File: src/rtl/sss_search_correlator.sv
// -----------------------------------------------------------------------------
// sss_search_correlator
//
// Streaming SSS detector. A SEQ_LEN-chip window slides over the received chip
// stream. Each of WIN_LEN consecutive window positions is scored against
// NUM_HYP locally stored sequences. The best (hypothesis, offset, match count)
// is reported through a valid/ready result port.
//
// Optional feature macro: SSS_CORR_NEG_PEAK_EN
//   defined   : score = max(m, SEQ_LEN-m); res_inverted flags the inverted term
//   undefined : score = m; res_inverted is constant 0
//
// Ports
//   clk, reset_n            clock (rising edge), asynchronous active-low reset
//   start, abort            run control (start honoured in IDLE; abort wins)
//   hyp_wr_en/idx/data      hypothesis load (IDLE only; out-of-range idx ignored)
//   in_valid/in_bit/in_ready  received chip stream
//   busy                    state != IDLE
//   res_valid/res_ready     result handshake
//   res_hyp/offset/metric   winning hypothesis, position and match count
//   res_detected            res_metric >= THRESH
//   res_inverted            winner matched the inverted sequence
// -----------------------------------------------------------------------------
module sss_search_correlator #(
    parameter int SEQ_LEN = 62,
    parameter int NUM_HYP = 4,
    parameter int WIN_LEN = 8,
    parameter int THRESH  = 56,
    localparam int HIDX_W = (NUM_HYP > 1) ? $clog2(NUM_HYP) : 1,
    localparam int OFF_W  = (WIN_LEN > 1) ? $clog2(WIN_LEN) : 1,
    localparam int MET_W  = $clog2(SEQ_LEN + 1)
) (
    input  logic               clk,
    input  logic               reset_n,
    input  logic               start,
    input  logic               abort,
    input  logic               hyp_wr_en,
    input  logic [HIDX_W-1:0]  hyp_wr_idx,
    input  logic [SEQ_LEN-1:0] hyp_wr_data,
    input  logic               in_valid,
    input  logic               in_bit,
    output logic               in_ready,
    output logic               busy,
    output logic               res_valid,
    input  logic               res_ready,
    output logic [HIDX_W-1:0]  res_hyp,
    output logic [OFF_W-1:0]   res_offset,
    output logic [MET_W-1:0]   res_metric,
    output logic               res_detected,
    output logic               res_inverted
);

    // Chips consumed per run: SEQ_LEN to fill, then WIN_LEN-1 more positions.
    localparam int CNT_W = $clog2(SEQ_LEN + WIN_LEN);
    localparam logic [CNT_W-1:0] FIRST_POS = CNT_W'(SEQ_LEN - 1);
    localparam logic [CNT_W-1:0] LAST_POS  = CNT_W'(SEQ_LEN + WIN_LEN - 2);
    localparam logic [CNT_W-1:0] TOTAL     = CNT_W'(SEQ_LEN + WIN_LEN - 1);
    localparam logic [31:0]      THRESH_U  = THRESH;
    localparam logic [MET_W-1:0] SEQ_LEN_M = MET_W'(SEQ_LEN);

    typedef enum logic [1:0] {
        ST_IDLE   = 2'd0,
        ST_FILL   = 2'd1,
        ST_SEARCH = 2'd2,
        ST_REPORT = 2'd3
    } state_t;

    state_t             state_reg;
    logic [SEQ_LEN-1:0] win_reg;
    logic [CNT_W-1:0]   chip_cnt_reg;

    // Stage 0: tag of the chip just shifted into the window.
    logic               s0_valid_reg;
    logic               s0_last_reg;
    logic [OFF_W-1:0]   s0_off_reg;
    // Stage 1: registered per-hypothesis scores for that position.
    logic               s1_valid_reg;
    logic               s1_last_reg;
    logic [OFF_W-1:0]   s1_off_reg;
    logic [MET_W-1:0]   s1_score [NUM_HYP];
    logic               s1_inv   [NUM_HYP];

    logic [MET_W-1:0]   best_metric_reg;
    logic [HIDX_W-1:0]  best_hyp_reg;
    logic [OFF_W-1:0]   best_off_reg;
    logic               best_inv_reg;
    logic               res_valid_reg;

    logic               accept;
    logic [MET_W-1:0]   cand_metric_c;
    logic [HIDX_W-1:0]  cand_hyp_c;
    logic               cand_inv_c;

    function automatic logic [MET_W-1:0] popcount(input logic [SEQ_LEN-1:0] v);
        logic [MET_W-1:0] n;
        n = '0;
        for (int i = 0; i < SEQ_LEN; i++) begin
            n = n + MET_W'(v[i]);
        end
        return n;
    endfunction

    assign in_ready = (state_reg == ST_FILL) ||
                      ((state_reg == ST_SEARCH) && (chip_cnt_reg < TOTAL));
    assign accept   = in_valid && in_ready;

    // Per-hypothesis storage and scoring.
    genvar gi;
    generate
        for (gi = 0; gi < NUM_HYP; gi++) begin : g_hyp
            logic [SEQ_LEN-1:0] hyp_reg;
            logic [MET_W-1:0]   match_c;
            logic [MET_W-1:0]   score_c;
            logic               inv_c;
            logic [MET_W-1:0]   score_reg;
            logic               inv_reg;

            // Slots beyond NUM_HYP never match an index here, so such writes drop.
            always_ff @(posedge clk or negedge reset_n) begin
                if (!reset_n) begin
                    hyp_reg <= '0;
                end else if ((state_reg == ST_IDLE) && hyp_wr_en &&
                             (hyp_wr_idx == HIDX_W'(gi))) begin
                    hyp_reg <= hyp_wr_data;
                end
            end

            always_comb begin
                match_c = popcount(~(win_reg ^ hyp_reg));
`ifdef SSS_CORR_NEG_PEAK_EN
                // Equal terms keep the non-inverted reading.
                if ((SEQ_LEN_M - match_c) > match_c) begin
                    score_c = SEQ_LEN_M - match_c;
                    inv_c   = 1'b1;
                end else begin
                    score_c = match_c;
                    inv_c   = 1'b0;
                end
`else
                score_c = match_c;
                inv_c   = 1'b0;
`endif
            end

            always_ff @(posedge clk or negedge reset_n) begin
                if (!reset_n) begin
                    score_reg <= '0;
                    inv_reg   <= 1'b0;
                end else begin
                    score_reg <= score_c;
                    inv_reg   <= inv_c;
                end
            end

            assign s1_score[gi] = score_reg;
            assign s1_inv[gi]   = inv_reg;
        end
    endgenerate

    // Best hypothesis of the current position; strict '>' keeps the lowest index.
    always_comb begin
        cand_metric_c = s1_score[0];
        cand_hyp_c    = '0;
        cand_inv_c    = s1_inv[0];
        for (int k = 1; k < NUM_HYP; k++) begin
            if (s1_score[k] > cand_metric_c) begin
                cand_metric_c = s1_score[k];
                cand_hyp_c    = HIDX_W'(k);
                cand_inv_c    = s1_inv[k];
            end
        end
    end

    always_ff @(posedge clk or negedge reset_n) begin
        if (!reset_n) begin
            state_reg       <= ST_IDLE;
            win_reg         <= '0;
            chip_cnt_reg    <= '0;
            s0_valid_reg    <= 1'b0;
            s0_last_reg     <= 1'b0;
            s0_off_reg      <= '0;
            s1_valid_reg    <= 1'b0;
            s1_last_reg     <= 1'b0;
            s1_off_reg      <= '0;
            best_metric_reg <= '0;
            best_hyp_reg    <= '0;
            best_off_reg    <= '0;
            best_inv_reg    <= 1'b0;
            res_valid_reg   <= 1'b0;
        end else if (abort) begin
            // Flush: positions still in flight must not reach the best registers.
            state_reg     <= ST_IDLE;
            res_valid_reg <= 1'b0;
            s0_valid_reg  <= 1'b0;
            s0_last_reg   <= 1'b0;
            s1_valid_reg  <= 1'b0;
            s1_last_reg   <= 1'b0;
        end else begin
            if (accept) begin
                win_reg      <= {win_reg[SEQ_LEN-2:0], in_bit};
                chip_cnt_reg <= chip_cnt_reg + CNT_W'(1);
            end

            // Offset is the count of accepted chips past the fill point.
            s0_valid_reg <= accept && (chip_cnt_reg >= FIRST_POS);
            s0_last_reg  <= accept && (chip_cnt_reg == LAST_POS);
            s0_off_reg   <= OFF_W'(chip_cnt_reg - FIRST_POS);

            s1_valid_reg <= s0_valid_reg;
            s1_last_reg  <= s0_last_reg;
            s1_off_reg   <= s0_off_reg;

            // Offsets arrive in ascending order, so strict '>' favours the lowest offset.
            if (s1_valid_reg && (cand_metric_c > best_metric_reg)) begin
                best_metric_reg <= cand_metric_c;
                best_hyp_reg    <= cand_hyp_c;
                best_off_reg    <= s1_off_reg;
                best_inv_reg    <= cand_inv_c;
            end

            case (state_reg)
                ST_IDLE: begin
                    if (start) begin
                        state_reg       <= ST_FILL;
                        chip_cnt_reg    <= '0;
                        best_metric_reg <= '0;
                        best_hyp_reg    <= '0;
                        best_off_reg    <= '0;
                        best_inv_reg    <= 1'b0;
                    end
                end
                ST_FILL: begin
                    if (accept && (chip_cnt_reg == FIRST_POS)) begin
                        state_reg <= ST_SEARCH;
                    end
                end
                ST_SEARCH: begin
                    if (s1_valid_reg && s1_last_reg) begin
                        state_reg     <= ST_REPORT;
                        res_valid_reg <= 1'b1;
                    end
                end
                ST_REPORT: begin
                    if (res_ready) begin
                        state_reg     <= ST_IDLE;
                        res_valid_reg <= 1'b0;
                    end
                end
                default: state_reg <= ST_IDLE;
            endcase
        end
    end

    assign busy         = (state_reg != ST_IDLE);
    assign res_valid    = res_valid_reg;
    assign res_hyp      = best_hyp_reg;
    assign res_offset   = best_off_reg;
    assign res_metric   = best_metric_reg;
    assign res_inverted = best_inv_reg;
    assign res_detected = res_valid_reg && ({{(32-MET_W){1'b0}}, best_metric_reg} >= THRESH_U);

endmodule

File: config.mk
export PLATFORM = sky130hd
export DESIGN_NAME = sss_search_correlator
export DESIGN_NICKNAME = d
export VERILOG_FILES = /design/src/rtl/sss_search_correlator.sv
export SDC_FILE = /design/constraint.sdc
export NUM_CORES = 1
export LEC_CHECK = 0
export CAP_MARGIN = 20
export CORE_MARGIN = 5
export CORE_UTILIZATION = 50
export CTS_BUF_LIST = sky130_fd_sc_hd__clkbuf_4 sky130_fd_sc_hd__clkbuf_8
export DETAILED_ROUTE_END_ITERATION = 10
export GPL_ROUTABILITY_DRIVEN = 0
export GPL_TIMING_DRIVEN = 0
export PLACE_DENSITY = 0.67
export SLEW_MARGIN = 20
export SYNTH_ARGS = -nofsm -noshare
export SYNTH_HDL_FRONTEND = slang
export SYNTH_SLANG_ARGS = --single-unit
File: constraint.sdc
create_clock -name clk -period 13.8 [get_ports clk]
set_input_delay 4.14 -clock clk [delete_from_list [all_inputs] [get_ports clk]]
set_output_delay 4.14 -clock clk [all_outputs]
set_load 0.03 [all_outputs]
==> impl_metrics.csv <==
group,metric,value,unit
run_status,status,"completed",
synth,syn_nets,2158,
clock_tree,cts_buffer_depth,3,
synth,synth_edf_count,0,
synth,synth_top_family_by_area,"adder cells",
floorplanning,rows,78,
floorplanning,die_y,224.2,um
clock_tree,hold_buffers,0,
setup_path,end_kind,"register",
sta,rsz0062_at_grt,"false",
synth,ys.flop_type,"dfrtp_1",
synth,ys_seq_area_share,39.93,%
global_route,antenna_found_initial,3,
sta,max_slew_margin,34.60,%
synth,netlist-cell-type-count,62,
sta,hold_viol_final,0,
layout,final_core_util,57.37,%
synth,syn_area,22940,um2
clock_tree,htree_levels,3,
sta,fin_crit_sh,61.10,%
synth,synthCells,1796,
route,wirelength,53.63,mm
synth,synth_area_leaders,"dfrtp_1 (40%), fa_1 (18%), mux2_2 (15%)",
clock_tree,post_cts_buffers,0,
setup_path,critPathRequiredTime,14.36,ns
synth,synth_common_cells,"dfrtp_1 (366), mux2_2 (314), inv_1 (243)",
global_route,grt.total_usage,22.10,%
route,remaining_drc_errors,0,
clock_tree,clockRootBuffer,"clkbuf_8",
clock_tree,clk_pin_slew,0.06,ns
synth,synth_compound_area_share,3.906,%
clock_tree,numCtsBuffers,68,
hold_path,hold_path_depth,1,
sta,fin_crit,8.432,ns
route,ant_nets,0,
flow_run,max_cap_violations,0,
route,vias,13287,
layout,nFillCells,3771,
synth,async_flop_share,100.0,%
clock_tree,numClockSinks,366,
synth,yosys.area_share.adder,22.63,%
clock_tree,cts_tree,"yes",
floorplanning,die_area,50260,um2
sta,slew_violations,0,
placement,hpwl,42.16,mm
sta,skew,0.04528,ns
global_route,grt_pass1_vias,14662,
route,routedWlPerCell,20.63,um
floorplanning,num_io_pins,88,
layout,area.sequential,9159,um2
synth,yosys.area.top_type,"dfrtp_1",
layout,syn_to_final_growth,13.49,%
global_route,grt_pass1_wl,84.53,mm
route,dr.first_iter.drc_count,592,
clock_tree,cts_resized,0,
layout,layout-drive-gt1-share,22.91,%
synth,synth-seq-cells,366,
synth,synth.area.mux_share,15.52,%
layout,nets,2319,
sta,tightest_slew,0.9789,ns
floorplanning,core_area,45380,um2
sta,setup_viol,0,
route,dr.pass1.iters,5,
synth,yosysMostFrequentCell,"dfrtp_1",
setup_path,crit_fanout,10,
setup_path,critical_path_arrival,8.99,ns
setup_path,startpoint_type,"register",
synth,synth.top_cell.area_share,39.93,%
placement,io_buffers,87,
synth,synth_xor_area_share,10.39,%
layout,multiInputGateArea,12470,um2
synth,avgSynthCellArea,12.77,um2
synth,synthSimpleGateAreaFrac,1.855,%
layout,largest_reg_flops,248,
sta,max_freq,118.6,MHz
setup_path,critPathKind,"reg2reg",
route,via_per_inst,5.110,
clock_tree,clkLatencyLatePin,0.65,ns
setup_path,rr_worst_depth,35,
setup_path,slowest_delay,0.82,ns
floorplanning,initial_core_util,50.55,%
global_route,grt_max_degree,100,
floorplanning,die-width,224.2,um
global_route,grt_remaining_overflow,0,
synth,yosys_warnings,0,
hold_path,hold_path_class,"reg2reg",
setup_path,critPathSlowestCell,"nor3b_1",
## stage by stage
step	hold WS (ns)	cells	setup WS, ns	setup TNS, ns	cell area [um2]
after floorplan	0.4385	1796	6.839	0	22940
after global placement	0.4488	2483	-7.483	-2725.97	24560
after detailed placement	0.4575	2487	5.519	0	24690
after CTS	0.4745	2599	5.446	0	26030
after global routing	0.4988	2600	4.627	0	26030
final	0.4700	2600	5.368	0	26030
## metal layers
metal | global-route usage (%) | wire, um | up-vias
met5 | 0 | 17 | -
met4 | 8.309 | 1883 | 2
met3 | 3.512 | 2033 | 96
met2 | 38.22 | 27220 | 257
met1 | 28.24 | 22470 | 6826
li1 | - | - | 6106
## final cells by class
class                      count  share of cell area [%]
clock buffer                  98                   4.652
timing repair buffer          91                   3.787
clock inverter                14                  0.5142
sequential                   366                   35.18
multi-input combinational   1083                   47.88
tap                          600                   2.884
buffer                       104                   1.586
antenna                        1                0.009612
inverter                     243                   3.504
## worst max-delay path: cells and delay by family (launching register included)
kind                     cells  cell delay [ns]
AO/OA/AOI/OAI               21             4.15
adder cells (fa/ha/maj)      4             1.11
buffers and inverters        5             1.24
flip-flops                   1             0.33
AND/OR/NAND/NOR              5             1.46
## layout by cell type (no fill, tap or decap), types with 6 or more instances in the layout
cell type / n
mux2_2: 314
clkinv_2: 7
nor2_1: 18
clkbuf_1: 97
ha_1: 82
a21o_1: 12
o21a_1: 8
fa_1: 208
a21oi_1: 21
o21bai_1: 9
clkbuf_8: 76
o21ai_0: 16
a32oi_1: 6
xor2_1: 148
dfrtp_1: 366
clkdlybuf4s50_1: 86
nand2_1: 31
inv_1: 243
xnor2_1: 124
clkbuf_4: 22
nor2b_1: 6
## final timing paths
check / start / to / slack [ns]
max reg2reg: g_hyp[0].score_reg[5] / res_metric[0] / 5.37
min in group asynchronous: reset_n / res_metric[1] / 3.49
max in group asynchronous: reset_n / g_hyp[0].hyp_reg[45] / 9.37
min reg2reg: s0_valid_reg / s1_valid_reg / 0.47
min: s0_valid_reg / s1_valid_reg / 0.47
max: g_hyp[0].score_reg[5] / res_metric[0] / 5.37
## logic make-up after synthesis
group / Yosys count
buffers and inverters: 347
and+or+nand+nor: 85
AOI/OAI and AO/OA: 120
muxes: 316
xor gates and xnor gates: 272
DFF: 366
adders and majority gates: 290
Power is left out: the tool's default activity adds up to more than one toggle a clock period on the data nets, which glitch-free logic cannot reach.
